$ cat config.mk
export PLATFORM = sky130hd
export DESIGN_NAME = spm_ctrl
export DESIGN_NICKNAME = d
export VERILOG_FILES = /design/src/rtl/spm_ctrl.sv
export SDC_FILE = /design/constraint.sdc
export NUM_CORES = 1
export LEC_CHECK = 0
export CORE_ASPECT_RATIO = 1.5
export CORE_MARGIN = 8
export CORE_UTILIZATION = 52
export CTS_BUF_LIST = sky130_fd_sc_hd__clkbuf_8 sky130_fd_sc_hd__clkbuf_16
export DETAILED_ROUTE_END_ITERATION = 10
export PLACE_DENSITY = 0.85
export SYNTH_ARGS = -nofsm -noshare
export SYNTH_HDL_FRONTEND = slang
export SYNTH_SLANG_ARGS = --single-unit
$ cat constraint.sdc
create_clock -name clk -period 10.25 [get_ports clk]
set_clock_uncertainty 0.15 [all_clocks]
set_input_delay 3.075 -clock clk [delete_from_list [all_inputs] [get_ports clk]]
set_output_delay 3.075 -clock clk [all_outputs]
set_load 0.005 [all_outputs]
$ cat src/rtl/spm_ctrl.sv
// spm_ctrl: sequencer for the serial-parallel multiplier (spm) carry-save array.
//
// Accepts an operand pair on start, clears the CSA chain for one cycle, holds
// the multiplicand on spm_x, streams the multiplier LSB-first on spm_y
// (zero- or sign-extended to 2*WIDTH bits) and shifts the serial product from
// spm_p into prod, LSB first. done pulses for one cycle when prod is complete.
//
// Ports:
//   clk, rst          clock (rising edge), asynchronous active-high reset
//   start, mc, mp     request and operands, sampled only in IDLE
//   busy, done, prod  status and 2*WIDTH-bit product (held until next start)
//   spm_x, spm_y      parallel multiplicand / serial multiplier to the array
//   spm_clr           synchronous clear of the array carry/sum state
//   spm_p             serial product bit from the array
//
// Parameters: WIDTH (operand width), PLAT (spm_y -> spm_p latency, 1..4).
// Build option: define SPM_SIGNED_EN for two's-complement multiplication
// (multiplier sign-extended over the upper WIDTH stream bits).
// All outputs are registered.

module spm_ctrl #(
    parameter int WIDTH = 32,
    parameter int PLAT  = 1
) (
    input  logic               clk,
    input  logic               rst,
    input  logic               start,
    input  logic [WIDTH-1:0]   mc,
    input  logic [WIDTH-1:0]   mp,
    output logic               busy,
    output logic               done,
    output logic [2*WIDTH-1:0] prod,
    output logic [WIDTH-1:0]   spm_x,
    output logic               spm_y,
    output logic               spm_clr,
    input  logic               spm_p
);

    localparam int N  = 2 * WIDTH + PLAT;  // RUN length in cycles
    localparam int CW = $clog2(N + 1);

    typedef enum logic [1:0] {IDLE, CLR, RUN, DONE} state_t;

    state_t               state_q, state_d;
    logic [CW-1:0]        cnt_q, cnt_d;
    logic [WIDTH-1:0]     shadow_q, shadow_d;
    logic [WIDTH-1:0]     x_q, x_d;
    logic                 y_q, y_d;
    logic                 clr_q, clr_d;
    logic                 busy_q, busy_d;
    logic                 done_q, done_d;
    logic [2*WIDTH-1:0]   prod_q, prod_d;

    // Multiplier stream bit for RUN index i (extension bits past WIDTH).
    function automatic logic y_bit(input logic [WIDTH-1:0] sh, input int i);
        logic [WIDTH-1:0] t;
        t = sh >> i;
        if (i < WIDTH) return t[0];
`ifdef SPM_SIGNED_EN
        if (i < 2 * WIDTH) return sh[WIDTH-1];
`endif
        return 1'b0;
    endfunction

    always_comb begin
        state_d  = state_q;
        cnt_d    = cnt_q;
        shadow_d = shadow_q;
        x_d      = x_q;
        busy_d   = busy_q;
        prod_d   = prod_q;
        y_d      = 1'b0;
        clr_d    = 1'b0;
        done_d   = 1'b0;

        case (state_q)
            IDLE: begin
                if (start) begin
                    x_d      = mc;
                    shadow_d = mp;
                    cnt_d    = '0;
                    busy_d   = 1'b1;
                    clr_d    = 1'b1;      // spm_clr high during the CLR cycle
                    prod_d   = '0;        // no stale product survives a new run
                    state_d  = CLR;
                end
            end
            CLR: begin
                cnt_d   = '0;
                y_d     = y_bit(shadow_q, 0);  // first bit presented in RUN i=0
                state_d = RUN;
            end
            RUN: begin
                // Product bit for y index j arrives PLAT cycles later.
                if (int'(cnt_q) >= PLAT && int'(cnt_q) < PLAT + 2 * WIDTH)
                    prod_d = {spm_p, prod_q[2*WIDTH-1:1]};
                if (int'(cnt_q) == N - 1) begin
                    done_d  = 1'b1;
                    state_d = DONE;
                end else begin
                    cnt_d = cnt_q + CW'(1);
                    // spm_y is registered, so look one index ahead.
                    y_d   = y_bit(shadow_q, int'(cnt_q) + 1);
                end
            end
            DONE: begin
                busy_d  = 1'b0;
                state_d = IDLE;
            end
            default: state_d = IDLE;
        endcase
    end

    always_ff @(posedge clk or posedge rst) begin
        if (rst) begin
            state_q  <= IDLE;
            cnt_q    <= '0;
            shadow_q <= '0;
            x_q      <= '0;
            y_q      <= 1'b0;
            clr_q    <= 1'b0;
            busy_q   <= 1'b0;
            done_q   <= 1'b0;
            prod_q   <= '0;
        end else begin
            state_q  <= state_d;
            cnt_q    <= cnt_d;
            shadow_q <= shadow_d;
            x_q      <= x_d;
            y_q      <= y_d;
            clr_q    <= clr_d;
            busy_q   <= busy_d;
            done_q   <= done_d;
            prod_q   <= prod_d;
        end
    end

    assign busy    = busy_q;
    assign done    = done_q;
    assign prod    = prod_q;
    assign spm_x   = x_q;
    assign spm_y   = y_q;
    assign spm_clr = clr_q;

endmodule

; After elaboration in Yosys (flattened, before gate mapping)
; Cells that the tools add are included.
[word_totals]
reg_bits = 141
elab_cells = 57
[classes]
n_addsub = 2
n_lt_le_gt_ge = 3
eq_ne = 8
n_shift = 1
muxes = 24
reduce_logical = 10
[op_table]
columns = cell, count
row1 = 64-bit two-way mux, 2
row2 = 64-bit one-hot mux with 2 select lines, 1
row3 = 32-bit by 8-bit >> shifter with 1-bit output, 1
row4 = 7-bit one-hot mux with 3 select lines, 1
row5 = 7-bit two-way mux, 2
row6 = 1-bit two-way mux, 13
row7 = "7-bit by 1-bit adder with 8-bit output, second input constant", 1
row8 = "8-bit by 6-bit less-than comparator with 1-bit output, second input constant", 1
row9 = "2-bit inequality test, second input constant", 4
row10 = 2-bit one-hot mux with 4 select lines, 1
row11 = "7-bit by 1-bit adder with 7-bit output, second input constant", 1
row12 = "7-bit equality test, second input constant", 1
row13 = "7-bit by 1-bit greater-or-equal comparator with 1-bit output, second input constant", 1
row14 = "7-bit less-than comparator, second input constant", 1
row15 = 2-bit AND reduction, 3
row16 = 3-bit AND reduction, 2
row17 = "2-bit equality test, second input constant", 2
row18 = 2-bit two-way mux, 2
row19 = 1-bit one-hot mux with 2 select lines, 2
row20 = 2-bit nonzero test, 2
row21 = 3-bit nonzero test, 1
row22 = "2-bit by 1-bit equality test with 1-bit output, second input constant", 1
row23 = 2-bit zero test, 1
row24 = 1-bit logical AND, 1

; Depth between registers and ports, before layout
; Gate-level depths: netlist (run 1).
[logic_depth]
ltp_word = 8
ltp_mapped = 9
depth_no_buf = 7

; Least setup slack after synthesis (run 1)
; Ideal clock, no wire load.
[synth_path]
kind = input -> register
from = input port start
to = register shadow_q[0]
arrival_ns = 4.247
t_required_ns = 9.975
path_slack_ns = 5.728
path_stages = 4
path_buffers = 2
cell_sequence = and2_1 clkbuf_1 clkbuf_1 mux2_2
[synth_between]
elab_chain_cells = 1
[synth_lines]
columns = item, line_no
row1 = start: declaration, 27  ; input logic start,
row2 = 2-bit AND reduction (no source line), --
row3 = end signal: assignment, 128  ; shadow_q <= shadow_d;
row4 = end: declaration, 46  ; logic [WIDTH-1:0] shadow_q, shadow_d;
; Every way passes these cells.
; A chain may end at the register's enable or synchronous reset.

; Worst setup path in the final report (run 1)
[layout_path]
from = input port start
to = register prod_q[42] (netlist: prod[42])
[layout_between]
elab_chain_cells = 2
[layout_lines]
columns = item, line_no
row1 = 2-bit inequality test (no source line), --
row2 = 3-bit AND reduction (no source line), --
row3 = end signal: assignment, 134  ; prod_q <= prod_d;
row4 = end: declaration, 52  ; logic [2*WIDTH-1:0] prod_q, prod_d;
; Every way passes these cells.

==> summary.md, run 1 <==
| Metric | Value |
|---|---|
| Vias/cell | `5.05` |
| Post-synth EDFFs | `0` |
| Synth area leaders | `dfrtp_1 56%, mux2_2 12%, mux2i_1 11%` |
| Sequential fraction of the synthesis area | `0.561` |
| Chip Width | `106 um` |
| Clk slew on worst S/H paths | `0.06 ns` |
| Top post-synthesis cells by count | `141 x dfrtp_1, 76 x nand2_1, 71 x inv_1` |
| Final TNS setup | `0 ns` |
| WHS | `0.350 ns` |
| Worst VDD drop | `0.107 mV` |
| First-pass GRT wire length | `22800 um` |
| Synth cell types | `41` |
| Top-area cell type share of the netlist area | `0.561` |
| Clk root buf | `clkbuf_16` |
| Vias | `4281` |
| Pin count of the biggest net entering global routing | `73` |
| Post-CTS Repair Setup Buffers | `0` |
| CP max FO | `64` |
| RSZ-0062 raised after global routing | `no` |
| Setup CP Type | `input pin to register` |
| Status | `finished, final reports clean` |
| Hold Path End | `shadow_q[11]` |
| Crit path arrival time | `4.98 ns` |
| Switching power share of the total | `0.211` |
| Synthesis-to-finish area growth | `36.4%` |
| Post-cts hold buffer count | `0` |
| Clk pwr share | `0.487` |
| # DRC | `0` |
| Count leader, synth | `dfrtp_1` |
| Detailed Routing Iterations Pass 1 | `4` |
| Peak Freq | `0.207 GHz` |
| FP Rows | `49` |
| WL/cell | `16.3 um` |
| Cell Pwr Density | `147 mW/mm2` |
| Core area | `0.0119 mm2` |
| Fin. Hold Viols | `0` |
| Ant diodes | `0` |
| Leakage | `4.68 nW` |
| Worst-Skew Late Latency | `0.40 ns` |
| Crit path capture type | `register` |
| Starting Density | `0.529` |
| Layout Nets | `758` |
| Routability congestion estimate | `0.768` |
| Area occupied by multi-input gates | `0.00228 mm2` |
| TritonCTS clock tree | `built` |
| Vias in the first global route | `4524` |
| Sw power | `0.266 mW` |
| Combinational Power Share | `0.056` |
| Num CTS Buffers | `17` |
| Hold Path Origin | `shadow_q[11]` |
| # clock sinks | `141` |
| Cells after synthesis | `520` |
| Least-Margin Pin Slew | `1.04 ns` |
| Internal power | `0.992 mW` |
| Sequential Area | `0.00353 mm2` |
| DIE AREA | `0.0159 mm2` |
| I/O pin cnt | `168` |
| GR Overflow Total | `0` |
| Capture point of the worst reg-to-reg path | `prod[42]` |
| Fin. max-slew vios | `0` |
| R2R Path Start | `cnt_q[0]` |
| Hold Path Stages | `1` |
| Min Tclk post-route | `4.82 ns` |
| Max_cap viols | `0` |
| Period utilisation layout | `0.470` |
| Final ANT Viol Nets | `0` |
| GR Util All Layers | `0.176` |
| Initial DRC Count | `74` |
| Fillers | `836` |
| Die Ht | `151 um` |
| Worst relative slew slack | `0.304` |
| Syn nets | `595` |
| Number of antenna violations at the first check in global routing | `0` |
| FF+latch count, synth | `141` |
| Fraction of registers with async set/reset | `1.00` |
| Hpwl dp | `10000 um` |
| Final setup viols | `0` |
| Leading area contributor after synthesis | `dfrtp_1` |
| PostCTS Resize Cnt | `0` |
| H-tree levels | `4` |
| CP Launch Type | `input pin` |
| Final WL | `13800 um` |
| Mapped cell area | `0.00629 mm2` |
| Layout cells sized above 1 | `0.167` |
| R2R cell count | `6` |
| PortBufs | `167` |
| R2r setup slk | `7.15 ns` |
| Critical path required time | `10.41 ns` |
| Clock buffer depth | `2` |
| Sequential power share | `0.457` |
| Synth warn | `0` |
| Ys flop type | `dfrtp_1` |
| Syn Area/Cell | `12.1 um2` |
| Hold Crit Class | `register to register` |
kinds of logic after synthesis:
logic type | count (synthesis) | synth area share
DFF | 141 | 0.561
muxes | 138 | 0.242
and+or+nand+nor | 109 | 0.0762
buffers and inverters | 99 | 0.0774
AOI/OAI and AO/OA | 21 | 0.0227
adders and majority gates | 7 | 0.0139
xor gates and xnor gates | 5 | 0.00696
flip-flops by register name, summed over array words and instances, names as in the netlist:
name and flops:
spm_y 1, spm_x 32, busy 1, state_q 2, cnt_q 7, spm_clr 1, prod 64, shadow_q 32
done 1
placed cells by master (no fill, tap or decap), drive strengths merged, types with 2 or more instances in the layout:
cell type        n
ha               7
mux2            67
nand3            4
a31oi            2
and2             2
clkbuf          17
clkdlybuf4s50  167
inv             73
buf              4
nor2b            2
bufinv           3
mux2i           67
nor2            14
nor3             2
a21oi            2
o22ai            2
dfrtp          141
clkinvlp         6
clkinv           4
nand2           76
a2111oi          2
xor2             4
and3             2
o21ai            7
mux4             4
power by group through the flow:
| stage | sequential (mW) | combinational (mW) | clock, mW |
|---|---|---|---|
| 6_report | 0.575 | 0.0704 | 0.612 |
| 5_1_grt | 0.576 | 0.0781 | 0.649 |
| 4_1_cts | 0.575 | 0.0726 | 0.626 |
| 3_5_place_dp | 0.585 | 0.0720 | 0 |
| 3_3_place_gp | 0.584 | 0.0694 | 0 |
| 2_1_floorplan | 0.584 | 0.0197 | 0 |
how the worst max path moves through the flow:
| stage | to | slack, ns | start |
|---|---|---|---|
| after global placement | prod[28] | 5.10 | start |
| final | prod[42] | 5.43 | start |
| after CTS | prod[16] | 5.46 | start |
| after detailed placement | prod[57] | 5.03 | start |
| after floorplan | busy | 3.24 | rst |
| after global routing | prod[57] | 5.30 | start |
final cells by class:
class                           instances  share of cell area
Clock buffer                           17              0.0496
Multi-Input combinational cell        280               0.266
Clock inverter                         14              0.0200
Timing Repair Buffer                  171               0.198
Tap cell                              153              0.0223
Sequential cell                       141               0.411
Inverter                               72              0.0321
routing by layer:
metal | vias up | wire, um | GRT usage
li1 | 2021 | - | -
met1 | 2100 | 5390 | 0.194
met2 | 145 | 6840 | 0.291
met3 | 15 | 1430 | 0.0887
met4 | 0 | 178 | 0.0551
met5 | - | 0 | 0
critical path, stage by stage:
cell	delay, ns
clkdlybuf4s50_1	0.48
nor2b_1	0.12
a211oi_4	0.17
buf_4	0.83
mux2i_1	0.29
through the flow:
step                      total power, mW  setup slack [ns]   util  cells  cell area (um2)
after CTS                            1.27              5.46  0.721    848             8580
after global placement              0.654              5.10  0.671    817             7980
after global routing                 1.30              5.30  0.721    848             8580
after floorplan                     0.604              3.24      -    520             6290
after detailed placement            0.657              5.03  0.671    817             7980
final                                1.26              5.43  0.721    848             8580
Note: power is estimated with default switching activity, not from simulation.
==> inputs of run 2 (changes only) <==
Settings changed: CORE_UTILIZATION 52 to 49, PLACE_DENSITY 0.85 to 0.81.
Clock period 10.25 ns to 4.64 ns, I/O delays scaled along.
==> summary.md, run 2 (synthesis results as in run 1) <==
| Metric | Value |
|---|---|
| Starting Density | `0.503 (-0.0261)` |
| Fin. max-slew vios | `0 (unchanged)` |
| R2R cell count | `7 (+1)` |
| Sw power | `0.614 mW (+130%)` |
| R2R Path Start | `cnt_q[0]` |
| Die Ht | `155 um (+2.7%)` |
| PortBufs | `167 (unchanged)` |
| Chip Width | `108 um (+2.6%)` |
| GR Overflow Total | `0 (unchanged)` |
| Hold Path Origin | `shadow_q[8]` |
| Worst VDD drop | `0.234 mV (+120%)` |
| Largest stage delay, worst path | `0.61 ns (-0.22 ns)` |
| Worst relative slew slack | `0.450 (+0.146)` |
| Clk root buf | `clkbuf_16` |
| GR Util All Layers | `0.169 (-0.00678)` |
| R2r setup slk | `1.77 ns (-5.38 ns)` |
| Crit path cell chain | `clkdlybuf4s50_1 -> and2_2 -> buf_4 -> mux2_2` |
| # clock sinks | `141 (unchanged)` |
| Num CTS Buffers | `17 (unchanged)` |
| Vias/cell | `5.09 (+0.76%)` |
| WHS | `0.351 ns (+0.00144 ns)` |
| WL/cell | `16.4 um (+0.38%)` |
| # DRC | `0 (unchanged)` |
| Clk pwr share | `0.504 (+0.017)` |
| Finished Cell Area | `0.00865 mm2 (+0.86%)` |
| Fin. Hold Viols | `0 (unchanged)` |
| Layout Nets | `759 (+0.13%)` |
| Final TNS setup | `0 ns (unchanged)` |
| Max_cap viols | `0 (unchanged)` |
| Core area | `0.0125 mm2 (+5.2%)` |
| Clk slew on worst S/H paths | `0.06 ns (about the same)` |
| Crit path capture type | `register` |
| Switching power share of the total | `0.213 (+0.00223)` |
| Total power | `2.87 mW (+130%)` |
| Max reg flops | `64 (unchanged)` |
| Initial DRC Count | `103 (+39%)` |
| Clock buffer depth | `2 (unchanged)` |
| Leakage | `4.73 nW (+1.0%)` |
| Hold Crit Class | `register to register` |
| Commonest non-fill, non-tap cells in the layout | `167 x clkdlybuf4s50_1, 141 x dfrtp_1, 76 x nand2_1` |
| Hold Path End | `shadow_q[8]` |
| Pin count of the biggest net entering global routing | `77 (+5.5%)` |
| I/O pin cnt | `168 (unchanged)` |
| Final ANT Viol Nets | `0 (unchanged)` |
| DIE AREA | `0.0168 mm2 (+5.3%)` |
| Number of antenna violations at the first check in global routing | `0 (unchanged)` |
| Capture point of the worst reg-to-reg path | `cnt_q[5]` |
| Master of the slowest instance on the critical path | `buf_4` |
| FP Rows | `50 (+2.0%)` |
| Layout cells sized above 1 | `0.169 (+0.00239)` |
| CP bufs+invs | `2 (unchanged)` |
| Commonest non-fill, non-tap cell in the layout | `clkdlybuf4s50_1` |
| Final WL | `14000 um (+0.98%)` |
| CP max FO | `66 (+3.1%)` |
| Internal power | `2.26 mW (+130%)` |
| Sequential power share | `0.441 (-0.016)` |
| Ant diodes | `0 (unchanged)` |
| Hpwl dp | `10100 um (+0.65%)` |
| Final setup viols | `0 (unchanged)` |
| Status | `finished, final reports clean` |
| Setup CP Type | `input pin to register` |
| Cell Pwr Density | `332 mW/mm2 (+130%)` |
| H-tree levels | `4 (unchanged)` |
| Critical path required time | `4.78 ns (-5.63 ns)` |
| TritonCTS clock tree | `built` |
| Routability congestion estimate | `0.779 (+1.5%)` |
| Min Tclk post-route | `2.96 ns` |
| Combinational Power Share | `0.055 (about the same)` |
| RSZ-0062 raised after global routing | `no` |
| Hold Path Stages | `1 (unchanged)` |
| Synthesis-to-finish area growth | `37.6%` |
| Pre-CTS setup slack | `1.27 ns (-3.76 ns)` |
| CP top delay family | `buffers and inverters` |
| Detailed Routing Iterations Pass 1 | `4 (unchanged)` |
| Final Worst Setup Slack | `1.68 ns (-3.74 ns)` |
| Vias | `4339 (+1.4%)` |
| Period utilisation layout | `0.637` |
| Vias in the first global route | `4779 (+5.6%)` |
| CP Launch Type | `input pin` |
| Post-CTS Repair Setup Buffers | `0 (unchanged)` |
| Crit path arrival time | `3.10 ns (-1.88 ns)` |
| Peak Freq | `0.338 GHz` |
| First-pass GRT wire length | `23000 um (+1.2%)` |
| Post-cts hold buffer count | `0 (unchanged)` |
| Cell Area, Placed | `0.00802 mm2 (+0.44%)` |
| PostCTS Resize Cnt | `0 (unchanged)` |
| Worst-Skew Late Latency | `0.41 ns (about the same)` |
| Least-Margin Pin Slew | `0.825 ns (-0.218 ns)` |
## run 2: worst max path at each step
stage                  start            to  slack [ns]  cells after the start
floorplan                rst          busy        1.33                      1
finish                 start      spm_x[4]        1.68                      4
CTS                    start  shadow_q[18]        1.70                      4
global placement       start  shadow_q[24]        1.30                      4
detailed placement     start      spm_x[4]        1.27                      4
global route        cnt_q[0]      cnt_q[5]        1.56                      7
## run 2: layer usage
layer	global-route usage	wire length [um]	part of all wire	vias up
li1	-	-	-	2023
met1	0.189	5530	0.40	2172
met2	0.289	7140	0.51	129
met3	0.0653	1160	0.083	15
met4	0.0511	139	0.0099	0
met5	0	0	0	-
## run 2: final cells by class
| class | instances | area [um2] |
|---|---|---|
| Tap cell | 156 | 195 |
| Fill cell | 923 | 3860 |
| Clock inverter | 15 | 210 |
| Multi-Input combinational cell | 280 | 2280 |
| Timing Repair Buffer | 172 | 1730 |
| Inverter | 72 | 274 |
| Sequential cell | 141 | 3530 |
| Clock buffer | 17 | 425 |
## run 2: power by group through the flow
stage / clock (mW) / combinational (mW) / sequential (mW)
floorplan: 0 / 0.0438 / 1.29
global placement: 0 / 0.156 / 1.29
detailed placement: 0 / 0.162 / 1.29
CTS: 1.48 / 0.163 / 1.27
global route: 1.54 / 0.174 / 1.27
finish: 1.45 / 0.158 / 1.27
## run 2: metrics by stage
| step | std cells | util |
|---|---|---|
| after floorplan | 520 | - |
| after global placement | 821 | 0.641 |
| after detailed placement | 821 | 0.641 |
| after CTS | 853 | 0.691 |
| after global routing | 853 | 0.691 |
| final | 853 | 0.691 |
==> inputs of run 3 (changes only) <==
Clock period 4.64 ns to 3 ns, I/O delays scaled along.
==> summary.md, run 3 (synthesis results as in run 1) <==
| Metric | Value |
|---|---|
| Least-Margin Pin Slew | `0.772 ns (-0.0533 ns)` |
| Layout cells sized above 1 | `0.171 (+0.00213)` |
| Chip Width | `108 um (unchanged)` |
| Fillers | `935 (+1.3%)` |
| Met2 WL post-DR | `7180 um (+0.53%)` |
| # clock sinks | `141 (unchanged)` |
| Worst VDD drop | `0.430 mV (+84%)` |
| FP Rows | `50 (unchanged)` |
| GR Util All Layers | `0.174 (+0.00449)` |
| TritonCTS clock tree | `built` |
| CP max FO | `64 (-3.0%)` |
| Crit path cell chain | `nor4_4 -> nand3_2 -> mux2_4 -> a211oi_4 -> buf_12 -> mux2i_1` |
| DIE AREA | `0.0168 mm2 (unchanged)` |
| Fin. max-slew vios | `0 (unchanged)` |
| I/O pin cnt | `168 (unchanged)` |
| Final setup viols | `0 (unchanged)` |
| Post-CTS Repair Setup Buffers | `0 (unchanged)` |
| # DRC | `0 (unchanged)` |
| PostCTS Resize Cnt | `0 (unchanged)` |
| Setup CP Type | `register to register` |
| Critical path required time | `3.17 ns (-1.61 ns)` |
| R2r setup slk | `0.47 ns (-1.30 ns)` |
| Layout Nets | `762 (+0.40%)` |
| Met3 routed WL | `1260 um (+8.9%)` |
| Number of antenna violations at the first check in global routing | `0 (unchanged)` |
| Worst Setup SP | `cnt_q[3]` |
| GR Overflow Total | `0 (unchanged)` |
| Post-cts hold buffer count | `0 (unchanged)` |
| Worst relative slew slack | `0.486 (+0.0355)` |
| Core area | `0.0125 mm2 (unchanged)` |
| Ant diodes | `0 (unchanged)` |
| Master of the slowest instance on the critical path | `dfrtp_1` |
| R2R Path Start | `cnt_q[3]` |
| Synthesis-to-finish area growth | `37.3%` |
| Pin count of the biggest net entering global routing | `141 (+83%)` |
| Min Tclk post-route | `2.53 ns` |
| Clk slew on worst S/H paths | `0.06 ns (about the same)` |
| Routability congestion estimate | `0.787 (+1.0%)` |
| Vias/cell | `5.03 (-1.2%)` |
| Fin. Hold Viols | `0 (unchanged)` |
| WL/cell | `16.6 um (+1.0%)` |
| Hold Crit Class | `register to register` |
| Period utilisation layout | `0.843` |
| Top Layer Used | `met4` |
| Cell Pwr Density | `492 mW/mm2 (+48%)` |
| Commonest non-fill, non-tap cells in the layout | `167 x clkdlybuf4s50_1, 141 x dfrtp_1, 76 x nand2_1` |
| Starting Density | `0.503 (unchanged)` |
| CP bufs+invs | `1 (-1)` |
| Max reg flops | `64 (unchanged)` |
| RSZ-0062 raised after global routing | `no` |
| Crit path arrival time | `2.70 ns (-0.40 ns)` |
| Leakage | `4.72 nW (-0.20%)` |
| Num CTS Buffers | `17 (unchanged)` |
| Detailed Routing Iterations Pass 1 | `4 (unchanged)` |
| Worst-Skew Late Latency | `0.40 ns (about the same)` |
| Peak Freq | `0.395 GHz` |
| H-tree levels | `4 (unchanged)` |
| Final TNS setup | `0 ns (unchanged)` |
| Commonest non-fill, non-tap cell in the layout | `clkdlybuf4s50_1` |
| WHS | `0.352 ns (+0.00124 ns)` |
| Hold Path Origin | `shadow_q[21]` |
| Final ANT Viol Nets | `0 (unchanged)` |
| CP top delay family | `multiplexers` |
| Status | `finished, final reports clean` |
| Max_cap viols | `0 (unchanged)` |
| Met1 WL | `5480 um (-0.98%)` |
| Final WL | `14200 um (+1.4%)` |
| Largest stage delay, worst path | `0.49 ns (-0.12 ns)` |
| Clock buffer depth | `2 (unchanged)` |
| Hpwl dp | `10200 um (+0.77%)` |
| Vias in the first global route | `4643 (-2.8%)` |
| Vias | `4302 (-0.85%)` |
| Initial DRC Count | `148 (+44%)` |
| Clk root buf | `clkbuf_16` |
| Crit path capture type | `register` |
| First-pass GRT wire length | `23200 um (+0.93%)` |
| PortBufs | `167 (unchanged)` |
| Die Ht | `155 um (unchanged)` |
| CP Launch Type | `register` |
[run 3: cell type report]
| type | count | area [um2] | area share |
|---|---|---|---|
| Clock buffer | 18 | 439 | 0.0509 |
| Clock inverter | 14 | 145 | 0.0168 |
| Inverter | 72 | 274 | 0.0317 |
| Multi-Input combinational cell | 280 | 2280 | 0.264 |
| Sequential cell | 141 | 3530 | 0.409 |
| Tap cell | 156 | 195 | 0.0226 |
| Timing Repair Buffer | 175 | 1770 | 0.205 |
[run 3: path summary, 6_finish.rpt]
check                          endpoint  cells past startpoint
setup / recovery                prod[8]                      6
hold / removal             shadow_q[21]                      1
setup reg to reg                prod[8]                      6
hold reg to reg            shadow_q[21]                      1
max in group asynchronous      prod[42]                      3
min in group asynchronous       spm_clr                      2
[run 3: through the flow]
step                std cells  power [mW]  utilization  area, um2  worst slack (ns)
floorplan                 520        2.06            -       6290             0.187
global placement          824        2.24        0.643       8050             0.384
detailed placement        824        2.25        0.643       8050             0.279
CTS                       856        4.31        0.690       8630             0.446
global route              856        4.41        0.690       8630             0.314
finish                    856        4.25        0.690       8630             0.470
[run 3: where the power goes]
part	switching [mW]	leakage [nW]	internal [mW]	total, mW
clock network	0.794	0.284	1.25	2.04
registers	0.0295	1.76	1.94	1.96
logic	0.0898	2.67	0.153	0.243
total	0.913	4.72	3.33	4.25
[run 3: metal layers]
metal  vias to the layer above  global-route usage
li1                       2027                   -
met1                      2116               0.199
met2                       139               0.284
met3                        20              0.0732
met4                         0              0.0589
met5                         -                   0
